<file path="config.mk">
export PLATFORM = sky130hd
export DESIGN_NAME = check_gen
export DESIGN_NICKNAME = d
export VERILOG_FILES = /design/src/rtl/check_gen.sv
export SDC_FILE = /design/constraint.sdc
export NUM_CORES = 1
export LEC_CHECK = 0
export CORE_UTILIZATION = 46
export DETAILED_ROUTE_END_ITERATION = 8
export PLACE_DENSITY = 0.83
export SLEW_MARGIN = 20
export SYNTH_ARGS = -nofsm -noshare
export SYNTH_HDL_FRONTEND = slang
export SYNTH_SLANG_ARGS = --single-unit
</file>
<file path="constraint.sdc">
create_clock -name clk_i -period 1.67 [get_ports clk_i]
set_input_delay 0.334 -clock clk_i [delete_from_list [all_inputs] [get_ports clk_i]]
set_output_delay 0.334 -clock clk_i [all_outputs]
set_load 0.03 [all_outputs]
</file>
<file path="src/rtl/check_gen.sv">
`default_nettype none
// ============================================================================
// check_gen : flag-check sequencer with pass/fail accumulation per batch run
// Revision  : 1.0
// ============================================================================
module check_gen #(
  parameter int N_CHECK  = 8,
  parameter int RESP_LAT = 2,
  parameter int CW       = $clog2(N_CHECK + 1),
  parameter int IW       = (N_CHECK > 1) ? $clog2(N_CHECK) : 1
) (
  input  logic               clk_i,
  input  logic               rst_i,
  input  logic               start_i,
  input  logic [N_CHECK-1:0] ref_pattern_i,
  input  logic               f_check_i,
  output logic               fl_check_o,
  output logic               fl_ref_o,
  output logic               busy_o,
  output logic               done_o,
  output logic [CW-1:0]      pass_cnt_o,
  output logic [CW-1:0]      fail_cnt_o,
  output logic               first_fail_o,
  output logic [IW-1:0]      first_fail_idx_o
);

  localparam int WW = (RESP_LAT > 1) ? $clog2(RESP_LAT) : 1;

  typedef enum logic [2:0] {
    S_IDLE   = 3'd0,
    S_SETUP  = 3'd1,
    S_STROBE = 3'd2,
    S_WAIT   = 3'd3,
    S_EVAL   = 3'd4,
    S_DONE   = 3'd5
  } state_t;

  state_t             r_state;
  state_t             w_next;
  logic [N_CHECK-1:0] r_pat;
  logic [IW-1:0]      r_idx;
  logic [WW-1:0]      r_wcnt;
  logic [CW-1:0]      r_pass;
  logic [CW-1:0]      r_fail;
  logic               r_ff;
  logic [IW-1:0]      r_ff_idx;
  logic               w_last;
  logic               w_wait_end;
  logic               w_match;

  assign w_last     = (r_idx == IW'(N_CHECK - 1));
  assign w_wait_end = (r_wcnt == WW'(RESP_LAT - 1));
  assign w_match    = (f_check_i == r_pat[r_idx]);

  always_ff @(posedge clk_i or negedge rst_i) begin
    if (!rst_i) r_state <= S_IDLE;
    else        r_state <= w_next;
  end

  always_comb begin
    w_next = r_state;
    case (r_state)
      S_IDLE:   if (start_i) w_next = S_SETUP;
      S_SETUP:  w_next = S_STROBE;
      S_STROBE: w_next = S_WAIT;
      S_WAIT:   if (w_wait_end) w_next = S_EVAL;
      S_EVAL:   w_next = w_last ? S_DONE : S_SETUP;
      S_DONE:   w_next = S_IDLE;
      default:  w_next = S_IDLE;
    endcase
  end

  // Result registers are only touched on start and in EVAL, so they hold after DONE.
  always_ff @(posedge clk_i or negedge rst_i) begin
    if (!rst_i) begin
      r_pat    <= '0;
      r_idx    <= '0;
      r_wcnt   <= '0;
      r_pass   <= '0;
      r_fail   <= '0;
      r_ff     <= 1'b0;
      r_ff_idx <= '0;
    end else begin
      case (r_state)
        S_IDLE: begin
          if (start_i) begin
            r_pat    <= ref_pattern_i;
            r_idx    <= '0;
            r_pass   <= '0;
            r_fail   <= '0;
            r_ff     <= 1'b0;
            r_ff_idx <= '0;
          end
        end
        S_STROBE: r_wcnt <= '0;
        S_WAIT:   if (!w_wait_end) r_wcnt <= r_wcnt + 1'b1;
        S_EVAL: begin
          if (w_match) begin
            r_pass <= r_pass + 1'b1;
          end else begin
            r_fail <= r_fail + 1'b1;
            if (!r_ff) begin
              r_ff     <= 1'b1;
              r_ff_idx <= r_idx;
            end
          end
          if (!w_last) r_idx <= r_idx + 1'b1;
        end
        default: ;
      endcase
    end
  end

  assign fl_check_o       = (r_state == S_STROBE);
  assign fl_ref_o         = (r_state == S_SETUP || r_state == S_STROBE ||
                             r_state == S_WAIT  || r_state == S_EVAL) ? r_pat[r_idx] : 1'b0;
  assign busy_o           = (r_state != S_IDLE);
  assign done_o           = (r_state == S_DONE);
  assign pass_cnt_o       = r_pass;
  assign fail_cnt_o       = r_fail;
  assign first_fail_o     = r_ff;
  assign first_fail_idx_o = r_ff_idx;

endmodule
`default_nettype wire
</file>
==> results of run 1 <==
==> Yosys cell counts (3+ instances only) <==
cell	instances	area [um2]
mux2_2	10	113
mux2i_1	6	60.1
o22ai_1	3	18.8
dfrtp_1	27	676
nand2b_1	8	50.1
buf_6	3	33.8
inv_1	6	22.5
nor2_1	4	15.0
a22o_1	4	35.0
nand3_1	4	20.0
ha_1	4	50.1
nand2_1	11	41.3
o21ai_0	5	25.0
==> where the power goes <==
part | total (mW) | internal [mW] | switching (mW)
Clock | 0.280 | 0.0900 | 0.190
Sequential | 1.11 | 0.895 | 0.215
Combinational | 1.85 | 0.917 | 0.934
==> per-layer routing <==
| metal | part of all wire | up-vias | track usage |
|---|---|---|---|
| met2 | 0.56 | 25 | 0.435 |
| met5 | 0 | - | 0 |
| met3 | 0.026 | 7 | 0.0446 |
| met4 | 0.014 | 0 | 0.0646 |
| met1 | 0.40 | 617 | 0.236 |
| li1 | - | 578 | - |
==> logic make-up after synthesis <==
logic type / count (synthesis) / synth area share
mux: 17 / 0.129
flops: 27 / 0.465
compound gates: 28 / 0.145
xor+xnor: 1 / 0.00603
simple gates: 45 / 0.176
buf+inv: 11 / 0.0447
fa+ha+maj: 4 / 0.0344
==> critical path, cell delays in order, from the launching register on <==
cell	delay (ns)
dfrtp_1	0.43
nor2_1	0.09
buf_4	0.15
or2_2	0.30
a21oi_2	0.17
buf_6	0.15
==> registers in the layout, indices dropped and copies added (netlist names) <==
register	count
fail_cnt_o	4
first_fail_idx_o	3
first_fail_o	1
pass_cnt_o	4
r_idx	3
r_pat	8
r_state	3
r_wcnt	1
==> timing repair <==
action | CTS | global route
buffers inserted | 6 | 0
pin swaps | 13 | 9
hold buffers | 0 | 0
resized for setup | 37 | 11
setup endpoints to repair | 27 | 24
==> worst paths after layout <==
check,startpoint,end,slack (ns),cells after the start
max in group asynchronous,rst_i,r_idx[0],1.03,2
max reg2reg,r_idx[0],pass_cnt_o[2],-0.21,6
max,r_state[1],fl_ref_o,-0.28,5
min in group clk_i,r_wcnt,r_state[1],0.49,1
min reg2reg,r_wcnt,r_state[1],0.49,1
min,rst_i,r_state[2],0.36,2
==> final cells by class <==
cell class	count	area, um2	area share
Clock buffer	3	22.5	0.0109
Tap cell	44	55.1	0.0267
Inverter	6	22.5	0.0109
Multi-Input combinational cell	95	820	0.398
Sequential cell	27	678	0.329
Clock inverter	1	5.00	0.00243
Timing Repair Buffer	50	458	0.222
==> through the flow <==
step / hold WS, ns / power, mW / instances
after floorplan: 0.0384 / 2.11 / 133
after global placement: 0.464 / 2.67 / 217
after detailed placement: 0.471 / 2.76 / 217
after CTS: 0.360 / 3.19 / 226
after global routing: 0.380 / 3.46 / 226
final: 0.359 / 3.24 / 226
==> flow_summary_export.csv, run 1 <==
group,metric,value,unit
sta,finalSetupViolations,13,
die,die_y,58.2,um
synth,synth_area,1450,um2
sta,drv_slew,0,
die,die_w,58.2,um
synth,synth_cells,133,
synth,async_flop_share,1.00,
synth,synth_seq_cells,27,
die,io_pins,28,
synth,yosysSeqAreaShare,0.465,
global_routing,track_usage,0.222,
clock_network,h-tree-depth,1,
finish,area_growth,41.7,%
synth,synth_warnings,0,
sta,rsz0062_at_grt,"true",
power,ir_drop,0.984,mV
clock_network,path_clk_slew,0.14,ns
finish,antennaDiodeCount,0,
finish,utilization,0.681,
critical_path,crit_required,1.34,ns
outcome,violations,"setup timing",
sta,fin_crit,1.95,ns
finish,final_cell_mix,"25 x dfrtp_1, 17 x buf_4, 12 x dlygate4sd2_1, 11 x clkdlybuf4s50_1",
clock_network,clock_sinks,27,
finish,finalNetCount,199,
critical_path,start_kind,"flop",
route,ant_nets,0,
clock_network,clockRootBuffer,"clkbuf_4",
finish,drive_above_1_share,0.363,
critical_path,worstSetupPathType,"reg -> out",
synth,syn_avg_cell_area,10.9,um2
die,initial_core_util,0.480,
sta,fin_worst_skew,0.00444,ns
die,fp.coreArea,3030,um2
route,drtPass1Iterations,4,
finish,fin_area,2060,um2
place,port_buffers,27,
synth,synthFlopType,"dfrtp_1",
sta,period_share,1.17,
route,drcViolationCount,0,
sta,fin_ws,-0.279,ns
sta,relSlewSlack,0.704,
critical_path,cp-end-kind,"output port",
outcome,outcome,"finished, violations left",
place,gp_congestion,0.713,
place,hpwlAfterDp,2.42,mm
sta,timing.setup.tns,-1.55,ns
die,rows,20,
route,wl_per_cell,14.6,um
sta,worst_slew_pin_slew,0.439,ns
place,place_area,1880,um2
route,num_vias,1227,
power,p_leak,0.950,nW
synth,synth-edff-count,0,
critical_path,crit_fanout,5,
global_routing,grt_pass1_vias,1340,
route,drt_iter0_drc,33,
global_routing,grt_max_degree,28,
clock_network,cts_buffers,3,
job,drv_cap,0,
critical_path,crit_arrival,1.62,ns
global_routing,grt_pass1_wl,5.73,mm
place,place_ws,-0.116,ns
min_path,holdCritPathClass,"in -> async",
synth,synth_cell_type_count,42,
global_routing,grt_overflow,0,
sta,fmax,0.513,GHz
route,vias_per_cell,5.43,
synth,synth_nets,149,
finish,fillerInstances,227,
finish,mostFrequentLayoutCell,"dfrtp_1",
die,die_area,3390,um2
clock_network,cts_tree,"built",
clock_network,cts.path.max_buffers,2,
clock_network,clkLatencyLatePin,0.33,ns
route,wirelength,3.31,mm
sta,hold_violations,0,
global_routing,antenna_found_initial,0,
power,power_density,1570,nW/um2
(Power assumes the default switching activity.)
==> run 2: changes to the inputs <==
--- a/config.mk
+++ b/config.mk
@@ -6,6 +6,7 @@
 export NUM_CORES = 1
 export LEC_CHECK = 0
 export CORE_UTILIZATION = 46
+export CTS_CLUSTER_SIZE = 20
 export DETAILED_ROUTE_END_ITERATION = 8
 export PLACE_DENSITY = 0.83
 export SLEW_MARGIN = 20
==> results of run 2 <==
No change in the layout: final DEF, timing and power equal those of run 1.
==> run 3: changes to the inputs <==
--- a/config.mk
+++ b/config.mk
@@ -5,6 +5,7 @@
 export SDC_FILE = /design/constraint.sdc
 export NUM_CORES = 1
 export LEC_CHECK = 0
+export CORE_ASPECT_RATIO = 0.8
 export CORE_UTILIZATION = 46
 export CTS_CLUSTER_SIZE = 20
 export DETAILED_ROUTE_END_ITERATION = 8
==> run 3 against run 2 <==
Effect of this change: the run still ends with setup timing left; global-route usage is 0.82 points lower; die area hardly changed; hold slack better by 0.058 ns; final cell count is 3.5% lower; register-to-register slack worse by 0.04 ns; sequential power hardly changed; largest power group unchanged.
==> flow_summary_export.csv, run 3 (same netlist as run 1, synthesis figures left out) <==
group,metric,value,unit
critical_path,crit_fanout,7,
clock_network,clkLatencyLatePin,0.28,ns
critical_path,crit_required,1.34,ns
global_routing,antenna_found_initial,0,
route,wl_met3,192,um
die,fp.coreArea,2870,um2
die,initial_core_util,0.506,
power,p_clk_frac,0.113,
finish,mostFrequentLayoutCell,"dfrtp_1",
global_routing,grt_overflow,0,
power,p_seq_frac,0.339,
route,drtPass1Iterations,4,
sta,drv_slew,0,
global_routing,grt_pass1_vias,1178,
finish,register_area,677,um2
finish,final_cell_mix,"26 x dfrtp_1, 17 x buf_4, 11 x nand2_1, 11 x clkdlybuf4s50_1, 10 x mux2_2",
place,place_ws,-0.146,ns
sta,relSlewSlack,0.655,
route,num_vias,1237,
outcome,outcome,"finished, violations left",
route,drcViolationCount,0,
sta,finalSetupViolations,13,
clock_network,clock_sinks,27,
place,gp_congestion,0.733,
finish,antennaDiodeCount,0,
critical_path,cp-end-kind,"output port",
route,top_layer,"met4",
outcome,violations,"setup timing",
die,die_area,3390,um2
route,wl_per_cell,16.4,um
route,wirelength,3.57,mm
sta,hold_violations,0,
route,wl_met2,1.87,mm
die,rows,17,
critical_path,worstSetupPathType,"reg -> out",
power,switchingPower,1.37,mW
clock_network,cts_buffers,3,
power,power_density,1620,nW/um2
sta,fin_ws,-0.270,ns
die,die_w,64.9,um
finish,regMostFlops,"r_pat",
min_path,holdCritPathClass,"in -> async",
sta,timing.setup.tns,-2.00,ns
finish,multi_input_area,820,um2
route,drt-met1-wl,1.47,mm
global_routing,track_usage,0.214,
clock_network,cts_tree,"built",
sta,fin_crit,1.94,ns
power,ir_drop,0.859,mV
clock_network,cts.path.max_buffers,2,
place,port_buffers,27,
global_routing,grt_pass1_wl,5.40,mm
route,vias_per_cell,5.67,
route,ant_nets,0,
critical_path,reg2regPathDepth,6,
finish,largest_register_ffs,8,
critical_path,crit_arrival,1.61,ns
place,hpwlAfterDp,2.23,mm
clock_network,path_clk_slew,0.09,ns
power,p_leak,0.993,nW
critical_path,start_kind,"flop",
clock_network,clockRootBuffer,"clkbuf_8",
power,p_comb_frac,0.547,
power,internal_power,1.95,mW
place,dpl.cell_count,210,
finish,fillerInstances,231,
finish,area_growth,41.7,%
finish,finalNetCount,197,
sta,period_share,1.16,
finish,final_cells,218,
sta,fmax,0.515,GHz
clock_network,h-tree-depth,1,
die,io_pins,28,
job,drv_cap,0,
power,netSwitchingFraction,0.413,
sta,fin_hold_ws,0.417,ns
die,die_y,52.3,um
route,drt_iter0_drc,56,
global_routing,grt_max_degree,28,
sta,rsz0062_at_grt,"true",
finish,drive_above_1_share,0.356,
sta,worst_slew_pin_slew,0.513,ns
sta,fin_worst_skew,0.00360,ns
-- run 3: changes by cell type in the layout (fill, tap and decap cells not counted), moves of 2 or more --
cell            previous run  this run
dlygate4sd2_1             12         9
dlymetal6s2s_1             0         3
mux2i_1                    6         4
clkbuf_8                   0         3
mux2i_2                    0         2
clkbuf_4                   3         0
buf_6                      8         6
-- run 3: path summary, 6_finish.rpt --
kind | start | slack [ns] | to
worst max-delay path | r_idx[0] | -0.27 | fl_ref_o
worst min-delay path | rst_i | 0.42 | r_pat[0]
worst max register to register | r_idx[0] | -0.25 | pass_cnt_o[2]
worst min register to register | r_wcnt | 0.51 | r_state[1]
max in group asynchronous | rst_i | 0.97 | r_idx[0]
min in group clk_i | r_wcnt | 0.51 | r_state[1]
-- run 3: layout make-up --
cell class,instances,share of cell area
Multi-Input combinational cell,95,0.398
Inverter,6,0.0109
Tap cell,38,0.0231
Clock buffer,3,0.0200
Sequential cell,27,0.329
Clock inverter,1,0.00243
Timing Repair Buffer,48,0.217
-- run 3: what timing repair did --
action	CTS	global route
buffers inserted	3	1
setup endpoints to repair	24	20
hold buffers	0	0
gates resized for setup	19	23
pin swaps	3	4
-- run 3: layer usage --
layer  up-vias  track usage
li1        578            -
met1       597        0.273
met5         -            0
met4         0       0.0481
met3         4       0.0565
met2        58        0.363
-- run 3: metrics by stage --
stage	util	power [mW]	cell area (um2)
finish	0.717	3.33	2060
global route	0.717	3.50	2060
CTS	0.685	3.15	1970
detailed placement	0.650	2.70	1870
global placement	0.650	2.63	1870
floorplan	-	2.11	1460
-- run 3: worst max-delay path, cell delays in order (launching register included) --
cell	delay [ns]
dfrtp_2	0.48
mux2i_2	0.19
a22oi_2	0.27
nand2_1	0.11
a21oi_2	0.13
buf_6	0.15
-- run 3: power by group through the flow --
stage	Combinational, mW	Clock [mW]	Sequential [mW]
final	1.82	0.377	1.13
after global routing	1.94	0.411	1.16
after CTS	1.67	0.378	1.10
after detailed placement	1.59	0	1.10
after global placement	1.54	0	1.09
after floorplan	0.924	0	1.19
